--- src/rtl/sr_ff_bank.sv ---
// Bank of WIDTH bistable channels with run-time SR/JK/D/T update law and SR invalid tracking.
// q updates one edge after inputs are sampled; q_bar is ~q combinationally; no backpressure.
module sr_ff_bank #(
  parameter int                 WIDTH     = 8,
  parameter int                 SR_POLICY = 0,
  parameter int                 CNT_W     = 8,
  parameter logic [WIDTH-1:0]   RST_VAL   = '0
) (
  input  logic              clk,
  input  logic              rst_n,
  input  logic              en,
  input  logic [1:0]        mode,
  input  logic [WIDTH-1:0]  a,
  input  logic [WIDTH-1:0]  b,
  input  logic              load,
  input  logic [WIDTH-1:0]  load_val,
  input  logic              clr_err,
  output logic [WIDTH-1:0]  q,
  output logic [WIDTH-1:0]  q_bar,
  output logic [WIDTH-1:0]  err_flags,
  output logic [CNT_W-1:0]  err_cnt
);

  localparam logic [1:0] MODE_SR = 2'b00;
  localparam logic [1:0] MODE_JK = 2'b01;
  localparam logic [1:0] MODE_D  = 2'b10;
  localparam logic [1:0] MODE_T  = 2'b11;

  logic [WIDTH-1:0] q_q, q_d;
  logic [WIDTH-1:0] flags_q, flags_d;
  logic [CNT_W-1:0] cnt_q, cnt_d;
  logic [WIDTH-1:0] upd;
  logic [WIDTH-1:0] inv;
  logic             any_inv;

  // Per-channel next value assuming an enabled, non-load edge.
  always_comb begin
    upd = q_q;
    for (int i = 0; i < WIDTH; i++) begin
      unique case (mode)
        MODE_SR: begin
          unique case ({a[i], b[i]})
            2'b00: upd[i] = q_q[i];
            2'b10: upd[i] = 1'b1;
            2'b01: upd[i] = 1'b0;
            default: begin
              if (SR_POLICY == 1)      upd[i] = 1'b1;
              else if (SR_POLICY == 2) upd[i] = 1'b0;
              else                     upd[i] = q_q[i];
            end
          endcase
        end
        MODE_JK: begin
          unique case ({a[i], b[i]})
            2'b00: upd[i] = q_q[i];
            2'b10: upd[i] = 1'b1;
            2'b01: upd[i] = 1'b0;
            default: upd[i] = ~q_q[i];
          endcase
        end
        MODE_D:  upd[i] = a[i];
        MODE_T:  upd[i] = q_q[i] ^ a[i];
        default: upd[i] = q_q[i];
      endcase
    end
  end

  always_comb begin
    q_d = q_q;
    if (load)    q_d = load_val;
    else if (en) q_d = upd;
  end

  // Invalid only counts when the SR law actually applies on this edge.
  always_comb begin
    inv     = '0;
    if (en && !load && (mode == MODE_SR)) inv = a & b;
    any_inv = |inv;
  end

  always_comb begin
    flags_d = flags_q | inv;
    cnt_d   = cnt_q;
    if (any_inv && (cnt_q != {CNT_W{1'b1}})) cnt_d = cnt_q + 1'b1;
    if (clr_err) begin
      flags_d = '0;
      cnt_d   = '0;
    end
  end

  always_ff @(posedge clk or negedge rst_n) begin
    if (!rst_n) begin
      q_q     <= RST_VAL;
      flags_q <= '0;
      cnt_q   <= '0;
    end else begin
      q_q     <= q_d;
      flags_q <= flags_d;
      cnt_q   <= cnt_d;
    end
  end

  assign q         = q_q;
  assign q_bar     = ~q_q;
  assign err_flags = flags_q;
  assign err_cnt   = cnt_q;

endmodule

--- config.mk ---
export PLATFORM = sky130hd
export DESIGN_NAME = sr_ff_bank
export DESIGN_NICKNAME = d
export VERILOG_FILES = /design/src/rtl/sr_ff_bank.sv
export SDC_FILE = /design/constraint.sdc
export NUM_CORES = 1
export LEC_CHECK = 0
export CORE_MARGIN = 2
export CORE_UTILIZATION = 40
export CTS_BUF_LIST = sky130_fd_sc_hd__clkbuf_8 sky130_fd_sc_hd__clkbuf_16
export DETAILED_ROUTE_END_ITERATION = 10
export GPL_TIMING_DRIVEN = 0
export PLACE_DENSITY = 0.72
export SYNTH_ARGS = -nofsm -noshare
export SYNTH_HDL_FRONTEND = slang
export SYNTH_SLANG_ARGS = --single-unit
--- constraint.sdc ---
create_clock -name clk -period 1.9 [get_ports clk]
set_clock_uncertainty 0.1 [all_clocks]
set_input_delay 0.38 -clock clk [delete_from_list [all_inputs] [get_ports clk]]
set_output_delay 0.38 -clock clk [all_outputs]
set_load 0.02 [all_outputs]
# == Yosys cells after proc, flatten, opt, wreduce, memory -nomap -nowiden ==
# Cells that the tools add are included.
# totals
ff_bits,24
input_bits,31
output_inout_bits,32
# op_classes
add_sub_neg,1
n_eq_ne,36
n_mux,30
bitwise_logic,19
n_reduce_logical,24
# op_table
operator,count
$mux 8,6
$ne 4x2->1 const B,8
$pmux 1 s4,8
$ne 3x3->1 const B,8
$pmux 1 s3,8
$reduce_and 3->1,8
$eq 2x2->1 const B,10
$eq 2x1->1 const B,9
$logic_not 2->1,9
$pmux 1 s2,8
$add 8x1->8 const B,1
$and 8x8->8,1
$ne 8x8->1 const B,1
$not 1->1,8
$not 8->8,1
$or 8x8->8,1
$reduce_or 8->1,1
$xor 1x1->1,8
$reduce_bool 2->1,2
$logic_and 1x1->1,3
$logic_not 1->1,1

# == Depth between registers and ports, before layout ==
# depth
word_depth,8
ltp_mapped,6
mapped_depth_nobuf,6

# == Worst setup path after synthesis ==
# Ideal clock, no wire load.
# synth_path
kind,input -> register
start,input port a[0]
end,register cnt_q[7] (netlist: err_cnt[7])
setup_ps,126
t_arrival_ps,1673
setup_slack_ps,1
stages,5
path_buffers,0
cell_sequence,ha_1 or4_1 o211ai_2 o21ai_0 o311a_1
# synth_between
elab_chain_cells,5
# synth_rtl
item,line,rtl
start: declaration,13,"input logic [WIDTH-1:0] a,"
$and 8x8->8,77,if (en && !load && (mode == MODE_SR)) inv = a & b;
$mux 8,77,
$reduce_or 8->1,78,any_inv = |inv;
$logic_and 1x1->1,84,if (any_inv && (cnt_q != {CNT_W{1'b1}})) cnt_d = cnt_q + 1'b1;
$reduce_bool 2->1 (no line),-,
end signal: assignment,99,cnt_q <= cnt_d;
end: declaration,31,"logic [CNT_W-1:0] cnt_q, cnt_d;"
# No other way between the ends.
# A chain may end at the register's enable or synchronous reset.

# == Final worst setup path ==
# layout_path
start,input port b[7]
end,register cnt_q[7] (netlist: err_cnt[7])
# layout_between
elab_chain_cells,5
# layout_rtl
item,line,rtl
start: declaration,14,"input logic [WIDTH-1:0] b,"
$and 8x8->8,77,
$mux 8,77,
$reduce_or 8->1,78,
$logic_and 1x1->1,84,
$reduce_bool 2->1 (no line),-,
# No other way between the ends.

==> results_tabular.tex <==
\begin{tabular}{lr}
\hline
Metric & Value \\
\hline
\multicolumn{2}{l}{\textbf{Logic synthesis}} \\
Instance count of the mapped netlist & 260 \\
Synthesized-area fraction occupied by and/or/nand/nor cells & 0.183 \\
Unique masters post-synth & 47 \\
Adder-cell share of the synthesized area & 0.187 \\
Seq cells post-synth & 24 \\
Multiplexer share of the synthesized area & 0.0153 \\
Warnings, synthesis & 0 \\
Syn Area/Cell & 8.47 µm² \\
Dominant register cell in the synthesized netlist & sky130\_fd\_sc\_hd\_\_dfrtp\_1 \\
Synth Area in Compound Gates & 0.264 \\
Largest family of logic cells by synthesized area & compound AO/OA/AOI/OAI gates \\
Area share of xor/xnor cells in the synthesized design & 0 \\
Number of enable-type register cells in the synthesized netlist & 0 \\
Post-Syn Nets & 324 \\
Fraction of the yosys area taken by sequential cells & 0.273 \\
Async SR Flop Fraction & 1.00 \\
Mapped Area & 2200 µm² \\
\multicolumn{2}{l}{\textbf{Routing}} \\
Iteration count of the initial detailed-routing pass & 4 \\
Wire length per cell & 14.6 µm \\
Detailed-route vias per instance & 5.41 \\
Remaining design rule violation count & 0 \\
Via count of the routed design & 2163 \\
Antenna-violating nets left & 0 \\
DRT iter0 DRCs & 104 \\
Detailed-route wire length & 5820 µm \\
\multicolumn{2}{l}{\textbf{Global routing}} \\
Tot GR Track Use & 0.195 \\
Pin count of the biggest net entering global routing & 25 \\
Antenna violations before repair & 0 \\
GRT overflow & 0 \\
Wire length of the first global-routing pass & 9800 µm \\
Number of global-route vias before repair & 2140 \\
\multicolumn{2}{l}{\textbf{Die}} \\
Placeable Area & 5410 µm² \\
Overall die area & 6120 µm² \\
Initial Util & 0.408 \\
Overall die width & 78.2 µm \\
Chip Height & 78.2 µm \\
\# rows & 27 \\
Number of I/O pins & 63 \\
\multicolumn{2}{l}{\textbf{Timing}} \\
Worst slew margin & 0.224 \\
Final worst-path setup slack & 0.0391 ns \\
Max Slew Vio Count & 0 \\
Final hold violation count & 0 \\
Final Cycle Share & 0.979 \\
Slew at the pin closest to its max-slew limit & 1.16 ns \\
Hold WS & 0.405 ns \\
Unrepaired setup endpoints after global routing & no \\
Time the worst path needs with I/O delays and setup & 1.86 ns \\
F\_max & 537 MHz \\
Final setup vio count & 0 \\
\multicolumn{2}{l}{\textbf{Outcome}} \\
Result of the run & complete, no violations \\
\multicolumn{2}{l}{\textbf{Placed design}} \\
Setup Slack @ Placement & -0.742 ns \\
Post-DP HPWL & 4290 µm \\
Final GP Congestion & 0.863 \\
Count of buffers inserted at the top-level ports & 61 \\
\multicolumn{2}{l}{\textbf{Power and ir drop}} \\
Leakage power summed over all cells & 0.00141 µW \\
IR Drop Worst-Case VDD & 313 µV \\
Total power & 1420 µW \\
Power per Cell Area & 468 nW/µm² \\
\multicolumn{2}{l}{\textbf{Cells and area}} \\
Diode insertion count for antenna repair & 0 \\
Fill cell count & 523 \\
Core utilization of the finished layout & 0.563 \\
Nets & 393 \\
Ratio of cells with drive above 1 in the final layout & 0.131 \\
Most frequent cells in the layout & sky130\_fd\_sc\_hd\_\_clkdlybuf4s50\_1, sky130\_fd\_sc\_hd\_\_inv\_1, sky130\_fd\_sc\_hd\_\_ha\_1, sky130\_fd\_sc\_hd\_\_a21oi\_1 \\
Area Growth Syn to Fin & 38.0\% \\
Most common library cell in the layout ignoring fill and taps & sky130\_fd\_sc\_hd\_\_clkdlybuf4s50\_1 \\
\multicolumn{2}{l}{\textbf{Clocking}} \\
Worst-skew pair later-pin latency & 0.27 ns \\
Clock tree root buffer cell & sky130\_fd\_sc\_hd\_\_clkbuf\_8 \\
Clk slew on worst S/H paths & 0.09 ns \\
TritonCTS Buffers & 3 \\
Level count of the clock H-tree & 1 \\
Maximum buffer depth of the clock tree & 2 \\
TritonCTS clock tree & built \\
Post-CTS Hold Fix Bufs & 0 \\
Clock sinks & 24 \\
\multicolumn{2}{l}{\textbf{Worst setup path}} \\
Critical path endpoint category & flop \\
Startpoint type of the worst setup path & input pin \\
Launching element of the worst setup path & b[7] \\
Dominant delay contributor by cell family on the critical path & simple AND/OR/NAND/NOR gates \\
CP bufs+invs & 1 \\
Data required time of the worst path & 1.96 ns \\
Slowest Stage Delay on Critical Path & 0.59 ns \\
Startpoint of the most critical register-to-register path & err\_cnt[0] \\
Max Fanout on Critical Path & 6 \\
Critical path's slowest cell & sky130\_fd\_sc\_hd\_\_or4\_4 \\
Critical Path, Cell by Cell & dlygate4sd2\_1 -> ha\_2 -> or4\_4 -> o211ai\_4 -> o21ai\_1 -> o311a\_1 \\
Worst setup path class & in2reg \\
Arrival time of data at the critical path endpoint & 1.92 ns \\
\multicolumn{2}{l}{\textbf{Worst hold path}} \\
Class of the tightest hold or removal check & reg2reg \\
Hold wc startpoint & err\_flags[1] \\
\multicolumn{2}{l}{\textbf{Flow run}} \\
Max-capacitance violation count & 0 \\
\hline
\end{tabular}
-- worst reg2reg max path: cells and delay by family (launching register included) --
family	cells	cell delay, ns
AOI/OAI and AO/OA	1	0.13
adders and majority gates	1	0.30
DFF	1	0.43
and+or+nand+nor	3	0.70
-- through the flow --
| step | setup TNS [ns] | area (µm²) | cells |
|---|---|---|---|
| 2_1_floorplan | 0 | 2200 | 260 |
| 3_3_place_gp | -9.26 | 2900 | 393 |
| 3_5_place_dp | -10.30 | 2900 | 393 |
| 4_1_cts | 0 | 3000 | 398 |
| 5_1_grt | 0 | 3040 | 400 |
| 6_report | 0 | 3040 | 400 |
-- timing repair --
| item | 4_1_cts | 5_1_grt |
|---|---|---|
| setup buffers | 1 | 2 |
| pin swaps | 8 | 9 |
| resized for setup | 44 | 29 |
| cloned | 0 | 0 |
| endpoints found under the setup margin | 20 | 23 |
-- cell families after synthesis --
kind of cell             count (synthesis)
AO/OA/AOI/OAI                           84
adder cells (fa/ha/maj)                 33
buffers and inverters                   41
flip-flops                              24
multiplexers                             3
AND/OR/NAND/NOR                         75
-- area by class of cell --
cell class	instances	area (µm²)	area share
plain buffers	11	71.3	0.0235
clock buffers	4	55.1	0.0181
inverters	30	113	0.0370
multi-input cells	195	1490	0.491
flip-flops and latches	24	602	0.198
well taps	72	90.1	0.0296
repair buffers	64	616	0.202
-- power by group --
group / leakage, µW / switching, µW / internal [µW] / total, µW
logic: 0.00106 / 270 / 228 / 497
clock network: 0.0000288 / 176 / 185 / 361
registers: 0.000318 / 32.2 / 534 / 566
-- layer usage --
layer,part of all wire,vias to the layer above,track usage
li1,-,1070,-
met1,0.45,1017,0.255
met2,0.48,72,0.331
met3,0.064,4,0.0391
met4,0.0065,0,0.0509
met5,0,-,0
-- final timing paths --
| path | cells past startpoint | to | slack [ns] |
|---|---|---|---|
| min reg2reg | 2 | err_flags[1] | 0.41 |
| max | 6 | err_cnt[7] | 0.04 |
| min in group asynchronous | 1 | err_flags[6] | 0.62 |
| max reg2reg | 5 | err_cnt[1] | 0.19 |
| max in group asynchronous | 1 | q[0] | 0.31 |
| min | 2 | err_flags[1] | 0.41 |
-- registers in the layout, summed over array words and instances (netlist names) --
| name | count |
|---|---|
| err_cnt | 8 |
| err_flags | 8 |
| q | 8 |
-- synth_stat cells (2+ instances only) --
cell type,n,share of area
sky130_fd_sc_hd__o31ai_1,6,0.020
sky130_fd_sc_hd__o211ai_1,2,0.0068
sky130_fd_sc_hd__ha_1,33,0.19
sky130_fd_sc_hd__mux2_2,3,0.015
sky130_fd_sc_hd__buf_2,3,0.0068
sky130_fd_sc_hd__clkbuf_1,5,0.0085
sky130_fd_sc_hd__a31oi_1,3,0.0085
sky130_fd_sc_hd__nor3_1,5,0.011
sky130_fd_sc_hd__or4_1,3,0.010
sky130_fd_sc_hd__nand2_1,10,0.017
sky130_fd_sc_hd__dfrtp_1,24,0.27
sky130_fd_sc_hd__nand4_1,2,0.0057
sky130_fd_sc_hd__or3_1,5,0.014
sky130_fd_sc_hd__o21ai_0,19,0.043
sky130_fd_sc_hd__a211o_1,5,0.020
sky130_fd_sc_hd__nand3_1,4,0.0091
sky130_fd_sc_hd__inv_1,30,0.051
sky130_fd_sc_hd__a21oi_1,25,0.057
sky130_fd_sc_hd__nor2_1,24,0.041
sky130_fd_sc_hd__a32o_1,4,0.018
sky130_fd_sc_hd__o221ai_1,2,0.0080
sky130_fd_sc_hd__nand2b_1,5,0.014
sky130_fd_sc_hd__nor2b_1,11,0.031
sky130_fd_sc_hd__a2111oi_0,3,0.012
sky130_fd_sc_hd__o41ai_1,2,0.0080
Note: power is estimated with default switching activity, not from simulation.
